$ cat config.mk
export PLATFORM = sky130hd
export DESIGN_NAME = multi_maindec
export DESIGN_NICKNAME = d
export VERILOG_FILES = /design/src/rtl/multi_maindec.sv
export SDC_FILE = /design/constraint.sdc
export NUM_CORES = 1
export LEC_CHECK = 0
export CAP_MARGIN = 20
export CORE_MARGIN = 3
export CORE_UTILIZATION = 45
export DETAILED_ROUTE_END_ITERATION = 10
export PLACE_DENSITY = 0.83
export SLEW_MARGIN = 10
export SYNTH_ARGS = -nofsm -noshare
export SYNTH_HDL_FRONTEND = slang
export SYNTH_SLANG_ARGS = --single-unit
$ cat constraint.sdc
create_clock -name clk -period 2.8 [get_ports clk]
set_clock_uncertainty 0.05 [all_clocks]
set_input_delay 0.56 -clock clk [delete_from_list [all_inputs] [get_ports clk]]
set_output_delay 0.56 -clock clk [all_outputs]
set_load 0.03 [all_outputs]
$ cat src/rtl/multi_maindec.sv
// -----------------------------------------------------------------------------
// multi_maindec
//   Main control FSM for the multicycle MIPS datapath. Each instruction is
//   stepped through fetch, decode, execute, memory and writeback states. The
//   block drives the datapath enables, the mux selects and the ALU-decoder op.
//
//   Optional build macro:
//     MULTI_MAINDEC_BNE_EN  adds the bne opcode (000101), the BNEEX state and
//                           the branch_ne output. Without it, bne is illegal.
//
// Ports:
//   clk         system clock; all state updates on the rising edge
//   reset_n     asynchronous active-low reset; write enables forced low
//   op          opcode instr[31:26] from the instruction register
//   mem_ready   memory access completes this cycle
//   pcwrite     unconditional PC load
//   branch      PC load if zero (ANDed with zero outside this block)
//   iord        memory address select: 0 = PC, 1 = ALUOut
//   memwrite    memory write strobe
//   irwrite     instruction register load
//   regdst      register write address: 0 = rt, 1 = rd
//   memtoreg    register write data: 0 = ALUOut, 1 = Data
//   regwrite    register-file write enable
//   alusrca     ALU A: 0 = PC, 1 = register A
//   alusrcb     ALU B: 00 = B, 01 = 4, 10 = SignImm, 11 = SignImm<<2
//   pcsrc       PC source: 00 = ALUResult, 01 = ALUOut, 10 = jump target
//   aluop       00 = add, 01 = sub, 10 = funct-decoded
//   illegal_op  unsupported opcode seen in DECODE (one cycle)
//   branch_ne   PC load if not zero (only with MULTI_MAINDEC_BNE_EN)
// -----------------------------------------------------------------------------
module multi_maindec #(
    parameter int OPW = 6
) (
    input  logic           clk,
    input  logic           reset_n,
    input  logic [OPW-1:0] op,
    input  logic           mem_ready,
    output logic           pcwrite,
    output logic           branch,
    output logic           iord,
    output logic           memwrite,
    output logic           irwrite,
    output logic           regdst,
    output logic           memtoreg,
    output logic           regwrite,
    output logic           alusrca,
    output logic [1:0]     alusrcb,
    output logic [1:0]     pcsrc,
    output logic [1:0]     aluop,
    output logic           illegal_op
`ifdef MULTI_MAINDEC_BNE_EN
    ,
    output logic           branch_ne
`endif
);

    localparam logic [OPW-1:0] OP_RTYPE = OPW'(6'b000000);
    localparam logic [OPW-1:0] OP_LW    = OPW'(6'b100011);
    localparam logic [OPW-1:0] OP_SW    = OPW'(6'b101011);
    localparam logic [OPW-1:0] OP_BEQ   = OPW'(6'b000100);
    localparam logic [OPW-1:0] OP_ADDI  = OPW'(6'b001000);
    localparam logic [OPW-1:0] OP_J     = OPW'(6'b000010);
`ifdef MULTI_MAINDEC_BNE_EN
    localparam logic [OPW-1:0] OP_BNE   = OPW'(6'b000101);
`endif

    typedef enum logic [3:0] {
        FETCH   = 4'd0,
        DECODE  = 4'd1,
        MEMADR  = 4'd2,
        MEMRD   = 4'd3,
        MEMWB   = 4'd4,
        MEMWR   = 4'd5,
        RTYPEEX = 4'd6,
        RTYPEWB = 4'd7,
        BEQEX   = 4'd8,
        ADDIEX  = 4'd9,
        ADDIWB  = 4'd10,
        JEX     = 4'd11
`ifdef MULTI_MAINDEC_BNE_EN
        ,
        BNEEX   = 4'd12
`endif
    } state_t;

    state_t state;
    state_t next_state;

    // NOTE: state register uses non-blocking assignment so every flop samples
    // the pre-edge value of next_state; blocking here would race other flops.
    always_ff @(posedge clk or negedge reset_n) begin
        if (!reset_n) begin
            state <= FETCH;
        end else begin
            state <= next_state;
        end
    end

    // NOTE: every output and next_state gets a default before the case, so no
    // path through this block leaves a signal unassigned (no inferred latch).
    always_comb begin
        next_state = FETCH;
        pcwrite    = 1'b0;
        branch     = 1'b0;
        iord       = 1'b0;
        memwrite   = 1'b0;
        irwrite    = 1'b0;
        regdst     = 1'b0;
        memtoreg   = 1'b0;
        regwrite   = 1'b0;
        alusrca    = 1'b0;
        alusrcb    = 2'b00;
        pcsrc      = 2'b00;
        aluop      = 2'b00;
        illegal_op = 1'b0;
`ifdef MULTI_MAINDEC_BNE_EN
        branch_ne  = 1'b0;
`endif

        case (state)
            FETCH: begin
                // PC+4 is computed every FETCH cycle but only committed
                // together with the IR load once memory has the word.
                alusrcb    = 2'b01;
                irwrite    = mem_ready;
                pcwrite    = mem_ready;
                next_state = mem_ready ? DECODE : FETCH;
            end
            DECODE: begin
                // Branch target PC + (SignImm<<2) is parked in ALUOut.
                alusrcb = 2'b11;
                case (op)
                    OP_LW, OP_SW: next_state = MEMADR;
                    OP_RTYPE:     next_state = RTYPEEX;
                    OP_BEQ:       next_state = BEQEX;
                    OP_ADDI:      next_state = ADDIEX;
                    OP_J:         next_state = JEX;
`ifdef MULTI_MAINDEC_BNE_EN
                    OP_BNE:       next_state = BNEEX;
`endif
                    default: begin
                        illegal_op = 1'b1;
                        next_state = FETCH;
                    end
                endcase
            end
            MEMADR: begin
                alusrca    = 1'b1;
                alusrcb    = 2'b10;
                next_state = (op == OP_LW) ? MEMRD : MEMWR;
            end
            MEMRD: begin
                iord       = 1'b1;
                next_state = mem_ready ? MEMWB : MEMRD;
            end
            MEMWB: begin
                memtoreg = 1'b1;
                regwrite = 1'b1;
            end
            MEMWR: begin
                // The strobe is held for the whole wait, not pulsed.
                iord       = 1'b1;
                memwrite   = 1'b1;
                next_state = mem_ready ? FETCH : MEMWR;
            end
            RTYPEEX: begin
                alusrca    = 1'b1;
                aluop      = 2'b10;
                next_state = RTYPEWB;
            end
            RTYPEWB: begin
                regdst   = 1'b1;
                regwrite = 1'b1;
            end
            BEQEX: begin
                alusrca = 1'b1;
                aluop   = 2'b01;
                branch  = 1'b1;
                pcsrc   = 2'b01;
            end
            ADDIEX: begin
                alusrca    = 1'b1;
                alusrcb    = 2'b10;
                next_state = ADDIWB;
            end
            ADDIWB: begin
                regwrite = 1'b1;
            end
            JEX: begin
                pcwrite = 1'b1;
                pcsrc   = 2'b10;
            end
`ifdef MULTI_MAINDEC_BNE_EN
            BNEEX: begin
                alusrca   = 1'b1;
                aluop     = 2'b01;
                branch_ne = 1'b1;
                pcsrc     = 2'b01;
            end
`endif
            default: begin
                // Unused encodings: all outputs stay 0, recover via FETCH.
                next_state = FETCH;
            end
        endcase

        // The state register already sits in FETCH during reset; this keeps
        // FETCH's mem_ready-driven loads from leaking out while reset is held.
        if (!reset_n) begin
            pcwrite  = 1'b0;
            irwrite  = 1'b0;
            memwrite = 1'b0;
            regwrite = 1'b0;
            branch   = 1'b0;
`ifdef MULTI_MAINDEC_BNE_EN
            branch_ne = 1'b0;
`endif
        end
    end

endmodule
---- After elaboration in Yosys (flattened, before gate mapping) ----
Cells that the tools add are included.
storage, ports and cells
  output and inout bits ................... 16
  input port bits ......................... 9
  word-level logic and storage cells ...... 50
  bits in registers ....................... 4
cells by class
  mux-type cells .......................... 25
  equal/unequal tests ..................... 16
  reductions and logical operators ........ 8
operators with widths
  operator                                                                count
  4-bit case mux with 7 select lines                                      1
  4-bit case mux with 5 select lines                                      1
  4-bit by 3-bit equality test with 1-bit output (second input constant)  4
  4-bit equality test (second input constant)                             4
  1-bit 2-to-1 mux                                                        16
  6-bit equality test (second input constant)                             2
  3-bit 2-to-1 mux                                                        3
  4-bit by 2-bit equality test with 1-bit output (second input constant)  2
  2-bit case mux with 2 select lines                                      2
  6-bit by 2-bit equality test with 1-bit output (second input constant)  1
  6-bit by 3-bit equality test with 1-bit output (second input constant)  1
  6-bit by 4-bit equality test with 1-bit output (second input constant)  1
  6-bit logical NOT                                                       1
  2-bit case mux with 3 select lines                                      1
  2-bit OR reduction                                                      3
  6-bit OR reduction                                                      1
  4-bit by 1-bit equality test with 1-bit output (second input constant)  1
  4-bit logical NOT                                                       1
  4-bit OR reduction                                                      1
  3-bit OR reduction                                                      1
  1-bit case mux with 2 select lines                                      1

---- Longest topological paths before layout ----
Gate-level depths: netlist of run 1.
  depth in word-level cells ............... 4
  depth in mapped cells ................... 5
  mapped depth without buffers ............ 3

---- Worst setup path after synthesis of run 1 ----
Ideal clock, no wire load.
  path kind ............................... register to output
  start point ............................. register state[1]
  end point ............................... output port branch
  path slack .............................. 0.556 ns
  data required time ...................... 2.190 ns
  data arrival time ....................... 1.634 ns
  buffers on the path ..................... 2
  stages on the path, launching flop included .. 4
  cell sequence ........................... dfrtp_1 -> buf_4 -> buf_6 -> nor4_1
between the ends
  word-level cells in the longest chain between the ends .. 3
ends and longest elaborated chain
  item                    RTL line  source
  start, declared         86        state_t state;
  start signal, assigned  95        state <= next_state;
  4-bit equality test     120       case (state)
  1-bit 2-to-1 mux        120
  1-bit 2-to-1 mux        209       if (!reset_n) begin
  end, declared           39        output logic branch,
No other way between the ends.

---- Final worst setup path of run 1 ----
  start point ............................. register state[3]
  end point ............................... output port pcsrc[1]
between the ends
  word-level cells in the longest chain between the ends .. 2
  elaborated cells on any way between the ends .. 3
  classes of those cells .................. eq/ne: 2; mux: 1
ends and longest elaborated chain
  item                                    RTL line  source
  4-bit equality test                     120
  2-bit case mux with 2 select lines (*)  120
  end, declared                           48        output logic [1:0] pcsrc,
Mark *: on every way between the ends. The rest lies on a longest branch, timed or not.

==> metrics, run 1 <==
ys async rst share between 90% and 100%; Final GP Congestion 0.787; Core Region about 1200 sq um; relative max-transition margin between 60% and 70%; WP buf/inv 1; Worst Path Required about 2200 ps; top cell type's share of synthesized area between 15 and 20%; Worst-Margin Slew between 500 and 600 ps; cell type with the largest total area after synthesis dfrtp_1; max reg flops 4; register area between 100 and 150 sq um; max cap viols 0; Starting Density roughly 52%; routed wire length roughly 1.6 mm; Setup Buffers After CTS 0; count leader, synth nor3_1; CTS buffer count 3; Pins Over Slew Limit 0; top post-synthesis cells by count nor3_1 (7), nor2_1 (6), buf_6 (5), nand2b_1 (5); multi-input logic area ~450 sq um; DR DRC count 0; critical-path cell list nand2b_1, nor2_1, clkdlybuf4s50_1; Die W 43.4 um; largest net degree at the start of global routing 18; I/O Pins 25; Hold Crit Class in2async; crit-path max cell delay between 700 and 800 ps; n_diodes 0; Largest Register state; height of the die ~43 um; cts hold-fix bufs 0; Fillers around 100; EDFF count, synth 0; outcome finished, final reports clean; Placed Area 841 sq um; met2 WL post-DR between 800 and 900 um; post_cts resized 0; layout cell share with drive strength beyond 1 a little over a fifth; Vias/cell about 5.8; global route overflow 0; endpoints failing hold 0; DRT Pass-1 Iters 3; cell count after synthesis 75; routed wl met3 just under 60 um; Post-DRT Antenna Nets 0; Crit Path Max Fanout 11; P&R area growth vs syn 37.2%; Reg clk slew, reported paths 40 ps; Synth cell types 34; Final TNS setup 0 ps; fmax between 0.3 and 0.4 GHz; WS Path Type reg2out; vias between 600 and 700; clk sinks 4; Final period util a little over nine tenths; PortBufs 24; Critical-path top delay cell clkdlybuf4s50_1; RSZ-0062 raised after global routing false; first-pass GRT wire length about 2.6 mm; startpoint type of the worst setup path flop; Synthesized Nets 84; R2R Setup Slk between 1000 and 1500 ps; NumNets Final 111; Pleak 0.341 nW; top flop regs state (4); reg-to-reg startpoint state[0]$_DFF_PN0_; fin crit period 2680 ps; Worst setup EP type primary output; CTS tree built; Die ar. about 1900 sq um; final setup vio count 0; FP Rows 12; top routing layer used met4; power density over cell area 412 nW/um^2; Seq/Total Area, Yosys approximately 16%; cell family with most CP delay buffers and inverters; Yosys reg bits 4; cells on worst reg2reg path 4; yosys warns 0; crit path DAT 2070 ps; vias in the first global route between 500 and 600; H-Tree Depth 1; Final WS setup approximately 120 ps; Placement Setup Slack 250 ps; DP HPWL 1.27 mm; top cells by area, synth dfrtp_1 (16%), buf_6 (8.9%), nor4b_4 (7.6%); all-layer global routing usage between 10% and 20%; Skew-Pair Late Insertion Delay around 240 ps; CTS Buffer Depth 2; clock tree root driver cell clkbuf_4; capturing point of the worst reg2reg path state[2]$_DFF_PN0_; wire length per cell between 10 and 15 um; WL met1 roughly 750 um; syn avg cell area ~8.4 sq um; synthesized area 629 sq um; ys flop type dfrtp_1; maximum VDD drop 0.321 mV; initial antenna violation count 0; design area roughly 860 sq um; 1st-iter DRT viols 9
area by class of cell:
class | instances | area share [%]
timing repair buffer | 29 | 30.7
tap | 14 | 2.03
sequential | 4 | 11.6
inverter | 3 | 1.30
clock buffer | 3 | 2.61
multi-input combinational | 61 | 51.7
cell families after synthesis:
kind of cell | count (synthesis) | share of synthesized area, %
flops | 4 | 15.9
xor+xnor | 2 | 2.78
simple gates | 41 | 47.5
buf+inv | 10 | 13.1
compound gates | 18 | 20.7
per-layer routing:
| layer | up-vias | track usage (%) |
|---|---|---|
| li1 | 335 | - |
| met1 | 312 | 22.4 |
| met2 | 13 | 31.0 |
| met3 | 3 | 3.73 |
| met4 | 0 | 3.61 |
| met5 | - | 0 |
worst max path at each step:
stage	start	endpoint	slack [ps]	depth (start not counted)
after CTS	state[3]$_DFF_PN0_	pcsrc[1]	150	3
after detailed placement	reset_n	regwrite	250	4
final	state[3]$_DFF_PN0_	pcsrc[1]	120	3
after global routing	state[1]$_DFF_PN0_	alusrcb[1]	20	4
after global placement	reset_n	regwrite	280	4
after floorplan	state[1]$_DFF_PN0_	branch	560	3
through the flow:
stage	utilization, %	total power [mW]	std cells	hold WS, ps
floorplan	-	0.225	75	214
global placement	70.0	0.279	111	786
detailed placement	70.0	0.280	111	785
CTS	71.9	0.355	114	569
global route	71.9	0.379	114	582
finish	71.9	0.355	114	563
worst register-to-register path, delay by kind of cell (launching register included):
family / cells / cell delay, ps
and+or+nand+nor: 1 / 100
buffers and inverters: 1 / 230
AOI/OAI and AO/OA: 2 / 440
DFF: 1 / 640
layout by cell type (no fill, tap or decap), types with 2 or more instances in the layout:
cell type and instances:
and3_1 3, clkdlybuf4s50_1 19, nor2_1 6, nand4b_1 2
inv_1 2, nand2_1 2, buf_4 10, nor3_1 7
o211ai_1 4, nor4_1 3, xor2_1 2, nand2b_1 5
o21ai_0 4, a21oi_1 2, clkbuf_4 3, nor3b_1 2
nor4b_4 2, nand3_1 2, dfrtp_1 4
report_power, final:
part,switching [mW],internal (mW)
combinational,0.100,0.0909
sequential,0.0266,0.0640
clock,0.0259,0.0481
total,0.153,0.203
Power figures use the tool's default switching activity.
==> inputs of run 2 (changes only) <==
--- a/config.mk
+++ b/config.mk
@@ -5,7 +5,7 @@
 export SDC_FILE = /design/constraint.sdc
 export NUM_CORES = 1
 export LEC_CHECK = 0
-export CAP_MARGIN = 20
+export CAP_MARGIN = 0
 export CORE_MARGIN = 3
 export CORE_UTILIZATION = 45
 export DETAILED_ROUTE_END_ITERATION = 10
==> results of run 2 <==
The final DEF is identical to that of run 1; final timing and power are the same.
